[config.mk]
export PLATFORM = sky130hd
export DESIGN_NAME = hack_cpu_ctrl
export DESIGN_NICKNAME = d
export VERILOG_FILES = /design/src/rtl/hack_cpu_ctrl.sv
export SDC_FILE = /design/constraint.sdc
export NUM_CORES = 1
export LEC_CHECK = 0
export ABC_AREA = 1
export ABC_CLOCK_PERIOD_IN_PS = 3400
export BUFFER_PORTS_ARGS = -buffer_cell sky130_fd_sc_hd__buf_2
export CAP_MARGIN = 0
export CORE_ASPECT_RATIO = 0.75
export CORE_MARGIN = 3
export CORE_UTILIZATION = 45
export CTS_CLUSTER_SIZE = 28
export DETAILED_ROUTE_END_ITERATION = 8
export PLACE_DENSITY = 0.78
export SETUP_SLACK_MARGIN = 0.2
export SYNTH_ARGS = -nofsm -noshare
export SYNTH_HDL_FRONTEND = slang
export SYNTH_SLANG_ARGS = --single-unit
export TNS_END_PERCENT = 100
[constraint.sdc]
create_clock -name clk -period 3.4 [get_ports clk]
set_clock_uncertainty 0.15 [all_clocks]
set_input_delay 0 -clock clk [delete_from_list [all_inputs] [get_ports clk]]
set_output_delay 0 -clock clk [all_outputs]
set_load 0.01 [all_outputs]
[src/rtl/hack_cpu_ctrl.sv]
// hack_cpu_ctrl: Hack instruction decode, A/D/PC registers and sequencing around an external combinational ALU
module hack_cpu_ctrl #(
  parameter logic [14:0] RESET_PC = 15'h0000
) (
  input  logic        clk,
  input  logic        rst,
  input  logic [15:0] instr,
  input  logic        instr_valid,
  input  logic [15:0] inM,
  output logic [15:0] alu_x,
  output logic [15:0] alu_y,
  output logic        zx,
  output logic        nx,
  output logic        zy,
  output logic        ny,
  output logic        f,
  output logic        no,
  input  logic [15:0] alu_o,
  input  logic        alu_zr,
  input  logic        alu_ng,
  output logic [15:0] outM,
  output logic        writeM,
  output logic [14:0] addressM,
  output logic [14:0] pc
);
  logic [15:0] a;
  logic [15:0] d;
  logic [14:0] pc_q;
  logic        is_c;
  logic        jmp;
  assign is_c = instr[15];
  assign {zx, nx, zy, ny, f, no} = is_c ? instr[11:6] : 6'b0;
  assign alu_x = d;
  assign alu_y = instr[12] ? inM : a;
  assign jmp = is_c & ((instr[2] & alu_ng) | (instr[1] & alu_zr) | (instr[0] & ~alu_ng & ~alu_zr));
  assign outM = alu_o;
  assign writeM = is_c & instr[3] & instr_valid & ~rst;
  assign addressM = a[14:0];
  assign pc = pc_q;
  always_ff @(posedge clk) begin
    if (rst) begin
      a    <= '0;
      d    <= '0;
      pc_q <= RESET_PC;
    end else if (instr_valid) begin
      a    <= !is_c ? instr : (instr[5] ? alu_o : a);
      d    <= (is_c && instr[4]) ? alu_o : d;
      pc_q <= jmp ? a[14:0] : pc_q + 15'd1;
    end
  end
endmodule

# Word-level counts from Yosys, hierarchy flattened

Index checks and enable logic that the tools add are counted.

$add $sub $neg: 1
Equal/unequal tests: 1
Multiplexer cells: 5
Bitwise gates (word level): 13
Reductions and logical operators: 3

Operators by type and width:

| kind                                          | count |
|---|---|
| two-way mux 16 bit                            | 3 |
| adder 15 x 1 -> 15 bit, second input constant | 1 |
| two-way mux 15 bit                            | 1 |
| bitwise AND 1 bit                             | 8 |
| two-way mux 6 bit                             | 1 |
| AND reduction 2 bit                           | 2 |
| inverter 1 bit                                | 3 |
| != test 2 bit, second input constant          | 1 |
| OR 1 bit                                      | 2 |
| logical AND 1 bit                             | 1 |

Register bits after elaboration: 47
Input bits: 53
Output and inout bits: 85
Logic and storage cells: 26

# Longest topological paths before layout

Depth in word-level cells: 6
Depth in mapped cells: 9

# Worst setup path after synthesis

OpenSTA, ideal clock, no wires.

Path type: flip-flop to flip-flop
Start point: register pc_q[1], in the netlist pc[1]
End point: register pc_q[12], in the netlist pc[12]
Setup time: 0.132 ns
Arrival time: 1.175 ns
Data required time: 3.118 ns
Slack: 1.943 ns
Stages on the path, launching flop included: 9
Buffers on the path: 0
Period minus slack after synthesis: 1.457 ns
Cells stage by stage: dfxtp_1 ha_1 nand2_1 nor2_2 nand3_1 nand2_1 nand3_1 nand2_1 a21oi_1

Word-level cells in the longest chain between the ends: 2

RTL lines:

| what                   | line | RTL |
|---|---|---|
| start, declared        | 28   | `logic [14:0] pc_q;` |
| start signal, assigned | 48   | `pc_q <= jmp ? a[14:0] : pc_q + 15'd1;` |
| adder 15 x 1 -> 15 bit | 48   |  |
| two-way mux 15 bit     | 48   |  |

No other way between the ends.
A chain may end at the register's enable or synchronous reset.

==> run summary <==
Antenna Nets Post-Route -> 0
P&R area growth vs syn -> 33.8%
First-pass GRT wire length -> 14600 µm
# setup viols final -> 0
Initial Util -> 0.478
Total track usage -> 0.241
Min-delay worst type -> in2reg
Switching Share -> 0.292
Flops & latches, synth -> 47
Ranking of synthesized cells by area -> dfxtp_1 (33%), nand2_1 (16%), buf_4 (8.4%), inv_1 (7.8%), o21ai_0 (7.0%)
Final Net Count -> 627
Number of port buffers -> 137
Max clock buf depth -> 2
Starting DRT DRC Count -> 208
Global routing usage on met2 -> 0.444
Flop pwr share -> 0.426
TritonRoute pass-1 iters -> 5
Hold Vio Cnt, Final -> 0
Seq/Total Area, Yosys -> 0.330
Met3 Usage GRT -> 0.0565
CP required -> 3.49 ns
Power density over the cells -> 382 mW/mm²
Mapped cell area -> 0.00286 mm²
Cell Chain, Critical Path -> dlygate4sd3_1, buf_2, inv_1, o21ai_0, a31oi_1, dlygate4sd3_1
Grt peak-use layer -> met2
Clk pwr share -> 0.337
Crit-path most repeated cell -> dlygate4sd3_1
Syn nets -> 498
Max-Cap Viols -> 0
Post-DP HPWL -> 6080 µm
CP Launch Type -> primary input
Post-route clock period utilization -> 0.686
Die Wd -> 98.0 µm
Met1 GRT Util -> 0.294
Gr ovfl total -> 0
Total clock sinks -> 47
Clock Tree Root -> clkbuf_8
R2R Path Start -> pc[1]
Mapped Cells -> 444
Yosys Warn Count -> 0
R2R Setup Slk -> 1.70 ns
Core Util, Final -> 0.639
Drt total wl -> 8790 µm
Crit Path Category -> in2reg
GPL Wtd Cong -> 0.884
Fillers -> 529
Fin area -> 0.00382 mm²
Internal power -> 1.03 mW
Worst Hold Path Cells -> 3
Slowest CP cell -> inv_1
Worst-Skew Late Latency -> 0.30 ns
FMAX -> 0.429 GHz
Critical Path End Type -> flop
Largest net degree at the start of global routing -> 39
Worst vdd ir -> 0.000226 V
Relative slew margins -> 0.320
Per-cell routed wire length -> 13.5 µm
HP Start -> instr_valid
CP max stage delay -> 0.65 ns
Reg-to-reg endpoint -> pc[12]
Pleak -> 1.91 nW
Worst-margin pin slew -> 1.02 ns
Hold-fix buffers at CTS -> 40
Yosys top cell area share -> 0.330
Depth of the most critical reg-to-reg path -> 8
Psw -> 0.426 mW
Die Ht -> 75.0 µm
Antenna violations before repair -> 0
Ant. Diodes -> 0
Core area -> 0.00598 mm²
Vias after detailed routing -> 3338
Mean Syn Cell Area -> 6.43 µm²
Unrepaired setup endpoints after global routing -> no
Setup tns final -> 0 ns
Clock transition at path regs -> 0.08 ns
Cell taking the most area after synthesis -> dfxtp_1
Setup bufs post-CTS -> 0
Cell row count -> 24
Arr. time, crit path -> 2.43 ns
Via-to-Cell Ratio -> 5.12
Ports -> 138
Max Slew Vio Count -> 0
Synth unique cells -> 26
CTS tree -> done
Min cycle time layout -> 2.33 ns
# DRC -> 0
Placed inst area -> 0.00329 mm²
Status -> completed
Hold path endpoint -> pc[6]
Fraction of layout cells with a size suffix above 1 -> 0.274
CP max FO -> 33
H-tree depth -> 2
CTS Buf Count -> 5
Number of global-route vias before repair -> 3087
Post-CTS Resized -> 0
DIE AREA -> 0.00735 mm²
Combinational Power Share -> 0.236
==> final cells by class <==
| cell class | count | area, µm² | area share |
|---|---|---|---|
| clock buffer | 6 | 72.6 | 0.0190 |
| tap | 78 | 97.6 | 0.0255 |
| multi-input combinational | 282 | 1340 | 0.350 |
| sequential | 47 | 941 | 0.246 |
| inverter | 60 | 225 | 0.0590 |
| clock inverter | 2 | 60.1 | 0.0157 |
| timing repair buffer | 177 | 1090 | 0.284 |
==> kinds of logic after synthesis <==
kind of cell / share of synthesized area
adder cells (fa/ha/maj): 0.00438
flip-flops: 0.330
XOR/XNOR: 0.00307
AND/OR/NAND/NOR: 0.285
buffers and inverters: 0.202
AO/OA/AOI/OAI: 0.176
==> metrics by stage <==
step	setup slack (ns)	instances	hold slack (ns)	power, mW
3_5_place_dp	1.44	604	0.0680	0.931
5_1_grt	0.916	652	0.0270	1.53
2_1_floorplan	1.94	444	-0.0582	0.835
4_1_cts	1.14	652	0.00989	1.45
3_3_place_gp	1.55	604	0.0681	0.925
6_report	1.07	652	0.0142	1.46
==> worst max-delay path, delay by kind of cell <==
family / cells / cell delay (ns)
AOI/OAI and AO/OA: 2 / 0.42
buffers and inverters: 4 / 2.00
==> layer usage <==
metal | up-vias | share of wire
li1 | 1652 | -
met2 | 168 | 0.49
met5 | - | 0
met4 | 0 | 0.0090
met3 | 10 | 0.092
met1 | 1508 | 0.41
==> power groups by stage <==
stage | clock [mW] | sequential [mW] | combinational, mW
4_1_cts | 0.491 | 0.621 | 0.341
6_report | 0.492 | 0.622 | 0.345
5_1_grt | 0.514 | 0.627 | 0.384
3_5_place_dp | 0 | 0.633 | 0.298
3_3_place_gp | 0 | 0.632 | 0.292
2_1_floorplan | 0 | 0.635 | 0.200
==> synthesized netlist by cell type <==
| cell type | count |
|---|---|
| nor2_4 | 3 |
| nand3b_1 | 2 |
| inv_2 | 1 |
| nand3_1 | 38 |
| nand2_2 | 2 |
| ha_1 | 1 |
| a21oi_1 | 30 |
| nor2_2 | 4 |
| o21ai_2 | 1 |
| buf_6 | 1 |
| buf_1 | 3 |
| a31oi_1 | 16 |
| o21ai_0 | 40 |
| o21bai_1 | 1 |
| nand3_2 | 2 |
| xor2_1 | 1 |
| inv_1 | 59 |
| buf_2 | 13 |
| buf_4 | 32 |
| o21ai_1 | 7 |
| clkbuf_1 | 5 |
| nor2_1 | 10 |
| nand4_1 | 6 |
| nand2_1 | 118 |
| clkbuf_2 | 1 |
| dfxtp_1 | 47 |
==> placed cells by master, fill, tap and decap left out, types with 10 or more instances in the layout <==
cell type,count
a21oi_1,30
a31oi_1,16
buf_2,137
nor2_1,10
o21ai_0,40
inv_1,59
dfxtp_1,47
dlygate4sd3_1,40
nand2_1,118
nand3_1,38
==> registers in the layout, indices dropped and copies added, names as in the netlist <==
| register | flops |
|---|---|
| pc | 15 |
| a | 16 |
| alu_x | 16 |
==> how the worst max path moves through the flow <==
stage / from / endpoint / slack, ns / depth (start not counted)
after detailed placement: instr_valid / a[13] / 1.44 / 5
after floorplan: pc[1] / pc[12] / 1.94 / 8
after global placement: instr_valid / a[15] / 1.55 / 6
final: rst / a[0] / 1.07 / 6
after global routing: instr_valid / a[0] / 0.92 / 6
after CTS: rst / a[13] / 1.14 / 6
Note: power is estimated with default switching activity, not from simulation.
